===== src/rtl/mux21_stream_arb.sv =====
// mux21_stream_arb: merges two valid/ready packet streams (i0, i1) into one
// registered output stream and drives the downstream 2:1 mux select.
// Round-robin arbitration is done between packets; once a beat without
// last is accepted, the grant stays on that source until its last beat.
// The output is a single-entry register, so input data never reaches the
// output combinationally.
//
// Ports:
//   clk, rst_n                     clock, async active-low reset
//   i0_data/last/valid, i0_ready   source 0 stream
//   i1_data/last/valid, i1_ready   source 1 stream
//   y_data/last/valid, y_ready     registered output stream
//   sel                            source of the beat held in y_data (0=i0, 1=i1)
module mux21_stream_arb #(
  parameter int unsigned WIDTH = 8
) (
  input  logic             clk,
  input  logic             rst_n,
  input  logic [WIDTH-1:0] i0_data,
  input  logic             i0_last,
  input  logic             i0_valid,
  output logic             i0_ready,
  input  logic [WIDTH-1:0] i1_data,
  input  logic             i1_last,
  input  logic             i1_valid,
  output logic             i1_ready,
  output logic [WIDTH-1:0] y_data,
  output logic             y_last,
  output logic             y_valid,
  input  logic             y_ready,
  output logic             sel
);

  typedef enum logic [1:0] {StIdle, StLock0, StLock1} state_e;

  state_e           state_q, state_d;
  logic             prio_q, prio_d;
  logic [WIDTH-1:0] y_data_q, y_data_d;
  logic             y_last_q, y_last_d;
  logic             y_valid_q, y_valid_d;
  logic             sel_q, sel_d;

  logic load, g0, g1, acc0, acc1;

  // Output register can take a beat: empty, or its beat leaves this edge.
  assign load = ~y_valid_q | y_ready;

  always_comb begin
    g0 = 1'b0;
    g1 = 1'b0;
    unique case (state_q)
      StLock0: g0 = 1'b1;
      StLock1: g1 = 1'b1;
      default: begin
        // prio names the source that wins a tie.
        g0 = i0_valid & (~i1_valid | ~prio_q);
        g1 = i1_valid & (~i0_valid | prio_q);
      end
    endcase
  end

  // Sources see no ready while the block is held in reset, so nothing is
  // handed over that the register would drop.
  assign i0_ready = rst_n & load & g0;
  assign i1_ready = rst_n & load & g1;
  assign acc0     = i0_valid & i0_ready;
  assign acc1     = i1_valid & i1_ready;

  always_comb begin
    state_d   = state_q;
    prio_d    = prio_q;
    y_data_d  = y_data_q;
    y_last_d  = y_last_q;
    y_valid_d = y_valid_q;
    sel_d     = sel_q;
    if (acc0) begin
      y_data_d  = i0_data;
      y_last_d  = i0_last;
      y_valid_d = 1'b1;
      sel_d     = 1'b0;
      if (i0_last) begin
        state_d = StIdle;
        prio_d  = 1'b1;
      end else begin
        state_d = StLock0;
      end
    end else if (acc1) begin
      y_data_d  = i1_data;
      y_last_d  = i1_last;
      y_valid_d = 1'b1;
      sel_d     = 1'b1;
      if (i1_last) begin
        state_d = StIdle;
        prio_d  = 1'b0;
      end else begin
        state_d = StLock1;
      end
    end else if (y_ready) begin
      y_valid_d = 1'b0;
    end
  end

  always_ff @(posedge clk or negedge rst_n) begin
    if (!rst_n) begin
      state_q   <= StIdle;
      prio_q    <= 1'b0;
      y_data_q  <= '0;
      y_last_q  <= 1'b0;
      y_valid_q <= 1'b0;
      sel_q     <= 1'b0;
    end else begin
      state_q   <= state_d;
      prio_q    <= prio_d;
      y_data_q  <= y_data_d;
      y_last_q  <= y_last_d;
      y_valid_q <= y_valid_d;
      sel_q     <= sel_d;
    end
  end

  assign y_data  = y_data_q;
  assign y_last  = y_last_q;
  assign y_valid = y_valid_q;
  assign sel     = sel_q;

endmodule

===== config.mk =====
export PLATFORM = sky130hd
export DESIGN_NAME = mux21_stream_arb
export DESIGN_NICKNAME = d
export VERILOG_FILES = /design/src/rtl/mux21_stream_arb.sv
export SDC_FILE = /design/constraint.sdc
export NUM_CORES = 1
export LEC_CHECK = 0
export CAP_MARGIN = 10
export CORE_MARGIN = 5
export CORE_UTILIZATION = 40
export CTS_CLUSTER_DIAMETER = 150
export DETAILED_ROUTE_END_ITERATION = 16
export PLACE_DENSITY = 0.75
export SLEW_MARGIN = 25
export SYNTH_ARGS = -nofsm -noshare
export SYNTH_HDL_FRONTEND = slang
export SYNTH_SLANG_ARGS = --single-unit

===== constraint.sdc =====
create_clock -name clk -period 2.2 [get_ports clk]
set_input_delay 0.66 -clock clk [delete_from_list [all_inputs] [get_ports clk]]
set_output_delay 0.66 -clock clk [all_outputs]
set_load 0.01 [all_outputs]

# Word-level counts from Yosys, hierarchy flattened
# Index checks and enable logic that the tools add are counted.
dict set report word_totals {
  output_inout_bits 13
  memories 0
  ramBits 0
  latch_bits 0
  word_cells 46
  reg_bits 14
  romBits 0
  inputBits 23
}
dict set report op_classes {
  multipliers 0
  n_reduce_logical 4
  magnitude_cmp 0
  addsub 0
  n_eq_ne 3
  div 0
  bitwise_logic 14
  n_mux 19
  n_shift 0
}
# operator n
set op_table {}
lappend op_table {{two-way mux 8 bit} 2}
lappend op_table {{two-way mux 1 bit} 12}
lappend op_table {{AND 1 bit} 7}
lappend op_table {{two-way mux 2 bit} 3}
lappend op_table {{inverter 1 bit} 4}
lappend op_table {{one-hot mux 1 bit (2 select lines)} 2}
lappend op_table {{nonzero test 2 bit} 2}
lappend op_table {{bitwise OR 1 bit} 3}
lappend op_table {{AND reduction 3 bit} 1}
lappend op_table {{nonzero test 3 bit} 1}
lappend op_table {{equality test 2 x 1 -> 1 bit, second input constant} 1}
lappend op_table {{equality test 2 bit, second input constant} 1}
lappend op_table {{inequality test 2 bit, second input constant} 1}

# Logic depth before layout (Yosys ltp)
dict set report logic_depth {
  depth_word 8
  ltp_mapped 7
  mapped_depth_nobuf 6
}

# Worst setup path before layout
# OpenSTA, ideal clock, no wires.
dict set report synth_path {
  path_kind {input to output}
  startpoint {input i1_valid}
  endpoint {output i0_ready}
  setup_slack_ns 0.331
  arrival_ns 1.209
  path_buffers 1
  stages 4
  required_time_ns 1.540
  cell_sequence {clkbuf_1 nand2_1 a31oi_1 nor2_1}
}
dict set report synth_between {
  elab_chain_len 5
}
# element line
set synth_lines {}
lappend synth_lines {{start, declared} 25} ;# input logic i1_valid,
lappend synth_lines {{inverter 1 bit} 56} ;# g0 = i0_valid & (~i1_valid | ~prio_q);
lappend synth_lines {{bitwise OR 1 bit} 56}
lappend synth_lines {{AND 1 bit} 56}
lappend synth_lines {{one-hot mux 1 bit (2 select lines)} 51} ;# unique case (state_q)
lappend synth_lines {{AND 1 bit} 64} ;# assign i0_ready = rst_n & load & g0;
lappend synth_lines {{end, declared} 22} ;# output logic i0_ready,
# Every way passes these cells.

# Final worst setup path
dict set report layout_path {
  startpoint {input rst_n}
  endpoint {output i1_ready}
}
dict set report layout_between {
  elab_chain_len 2
}
# element line
set layout_lines {}
lappend layout_lines {{start, declared} 18} ;# input logic rst_n,
lappend layout_lines {{AND 1 bit (2 in a row)} 65} ;# assign i1_ready = rst_n & load & g1;
lappend layout_lines {{end, declared} 26} ;# output logic i1_ready,
# Every way passes these cells.

==> flow_metrics.env <==
export IMPL_status="finished, final reports clean"
export IMPL_r2r_end="state_q[1]"
export IMPL_synth_edf_count=0
export IMPL_antenna_left=0
export IMPL_min_to="sel"
export IMPL_finalCritPeriodShare_pct=97.2
export IMPL_finalMaxSlewViolations=0
export IMPL_ff2ff_setup_slack_ns=0.41
export IMPL_async_flop_share_pct=100
export IMPL_hold_path_class="flop to flop"
export IMPL_syn_cell_area_um2=790
export IMPL_std_cell_rows=16
export IMPL_vias_per_cell=5.30
export IMPL_fin_nets=159
export IMPL_yosys_cell_types_count=24
export IMPL_globalplace_congestion=0.724
export IMPL_yosys_warnings=0
export IMPL_syn_to_final_growth_pct=65.3
export IMPL_syn_num_nets=109
export IMPL_cp_start_kind="primary input"
export IMPL_cp_data_required_time_ns=1.54
export IMPL_path_max_fanout=2
export IMPL_ys_flop_type="dfrtp_1"
export IMPL_path_clk_slew_ns=0.08
export IMPL_drive_gt1_share_pct=22.7
export IMPL_setup_ws_ns=0.0620
export IMPL_yosys_cell_count_top_type="dfrtp_1"
export IMPL_hold_depth=1
export IMPL_max_freq_mhz=468
export IMPL_clockBufferDepth=2
export IMPL_hold_ws_ns=0.510
export IMPL_root_buffer="clkbuf_4"
export IMPL_tightest_slew_ns=0.350
export IMPL_cts_tree="yes"
export IMPL_path_cells="clkdlybuf4s50_1 > nand2_2 > nor2_1 > buf_2"
export IMPL_layout_min_cycle_time_ns=2.14
export IMPL_placeableCoreArea_um2=1920
export IMPL_syn_avg_cell_area_um2=9.40
export IMPL_leakage_nw=0.547
export IMPL_synth_top_cell_area_share_pct=44.4
export IMPL_htree_levels=1
export IMPL_vdd_drop_max_mv=0.766
export IMPL_grt_pass1_vias=857
export IMPL_slowest_stage="clkdlybuf4s50_1"
export IMPL_clock_latency_ns=0.28
export IMPL_die_x_um=54.4
export IMPL_cpLargestDelayFamily="buffers and inverters"
export IMPL_crit_type="primary input to output pin"
export IMPL_grt_max_degree=19
export IMPL_hpwl_um=1760
export IMPL_slew_headroom_pct=76.6
export IMPL_cp_num_cells=4
export IMPL_yosys_area_top_type="dfrtp_1"
export IMPL_ios=36
export IMPL_drt_initial_drc_count=12
export IMPL_finalSetupViolations=0
export IMPL_firstDrtPassIters=4
export IMPL_holdCritStartpoint="sel"
export IMPL_r2r_start="state_q[0]"
export IMPL_clock_skew_ns=0.00548
export IMPL_start_util_pct=41.1
export IMPL_clock_sinks=14
export IMPL_dp_slack_ns=-0.421
export IMPL_synthTopCellsByCount="14 x dfrtp_1, 12 x nor2_1, 11 x a21oi_1"
export IMPL_ys_ff_latch=14
export IMPL_reg2reg_depth=7
export IMPL_end_kind="output pin"
export IMPL_grt_pass1_wl_um=3670
export IMPL_placed_cells=155
export IMPL_grt_overflow=0
export IMPL_die_area_um2=2960
export IMPL_port_buffers=35
export IMPL_grt_use_total_pct=17.1
export IMPL_finalHoldViolCount=0
export IMPL_syn_instance_count=84
export IMPL_powerDensity_nw_per_um2=1310
export IMPL_yosysSeqAreaShare_pct=44.4
export IMPL_final_core_util_pct=67.9
export IMPL_wl_per_cell_um=14.8
export IMPL_worstPathArrival_ns=1.48
export IMPL_worst_path_buf_inv=2
export IMPL_fin_cells=159
export IMPL_routed_wl_um=2350
export IMPL_worst_path_largest_cell_delay_ns=0.53
export IMPL_num_antenna_cells=0
export IMPL_vias=843
export IMPL_synth_area_leaders="dfrtp_1 44%, a41oi_1 8.9%, a21oi_1 7.0%"
export IMPL_cts_buffers=3
export IMPL_cap_violations=0
export IMPL_antenna_found_initial=0
export IMPL_die_h_um=54.4
export IMPL_drc=0
worst max path at each step:
stage	slack, ns	from	endpoint
after CTS	0.0005	y_ready	i1_ready
after global routing	-0.001	rst_n	i1_ready
after floorplan	0.33	i1_valid	i0_ready
final	0.06	rst_n	i1_ready
after detailed placement	-0.42	y_ready	i1_ready
after global placement	-0.38	y_ready	i1_ready
cell families (layout without fill, tap and decap cells):
| family | Yosys count | count (layout) | synth area share, % |
|---|---|---|---|
| AO/OA/AOI/OAI | 39 | 39 | 35.2 |
| flip-flops | 14 | 14 | 44.4 |
| AND/OR/NAND/NOR | 22 | 22 | 12.5 |
| adder cells (fa/ha/maj) | 2 | 2 | 3.17 |
| buffers and inverters | 7 | 55 | 4.75 |
cell usage in the layout (no fill, tap or decap), types with 2 or more instances in the layout:
| cell | n |
|---|---|
| nand3_1 | 3 |
| a21oi_1 | 11 |
| a41oi_1 | 8 |
| dlygate4sd2_1 | 2 |
| clkdlybuf4s50_1 | 30 |
| dfrtp_1 | 14 |
| a31oi_1 | 3 |
| a21boi_2 | 2 |
| nor2_1 | 12 |
| buf_2 | 2 |
| inv_1 | 2 |
| clkbuf_4 | 3 |
| buf_4 | 14 |
| o21ai_0 | 8 |
timing repair:
| action | CTS | global route |
|---|---|---|
| pin swaps | 0 | 2 |
| hold buffers | 0 | 0 |
| gates resized for setup | 11 | 8 |
| buffers inserted | 0 | 1 |
| setup endpoints to repair | 2 | 2 |
sequential cells by signal, indices dropped and copies added (netlist names):
register,flops
state_q,2
sel,1
prio_q,1
y_last,1
y_valid,1
y_data,8
where the power goes:
part,switching (mW),internal [mW]
sequential,0.0822,0.391
combinational,0.516,0.581
clock,0.0817,0.0636
total,0.680,1.04
layout make-up:
class,instances,area (um2)
Fill cell,162,617
Timing Repair Buffer,50,457
Multi-Input combinational cell,63,434
Sequential cell,14,350
Tap cell,27,33.8
Clock buffer,3,22.5
Inverter,2,7.51
metrics by stage:
stage                TNS, ns  total power [mW]  area, um2
floorplan                  0              1.00        790
global placement       -1.01              1.47       1250
detailed placement     -1.43              1.51       1250
CTS                        0              1.65       1270
global route        -0.00128              1.86       1310
finish                     0              1.72       1310
worst register-to-register path: stages, from the launching register on:
cell and delay, ns:
dfrtp_1 0.40, buf_6 0.12, ha_1 0.18, nor2b_4 0.13, buf_4 0.13, o2111a_1 0.37, a41oi_2 0.23, a21boi_2 0.17
layer usage:
metal	global-route usage, %	wire length (um)	up-vias
met5	0	0	-
li1	-	-	418
met4	7.88	44	0
met1	21.4	1010	400
met3	1.91	93	5
met2	29.3	1200	20
Power figures use the tool's default switching activity.
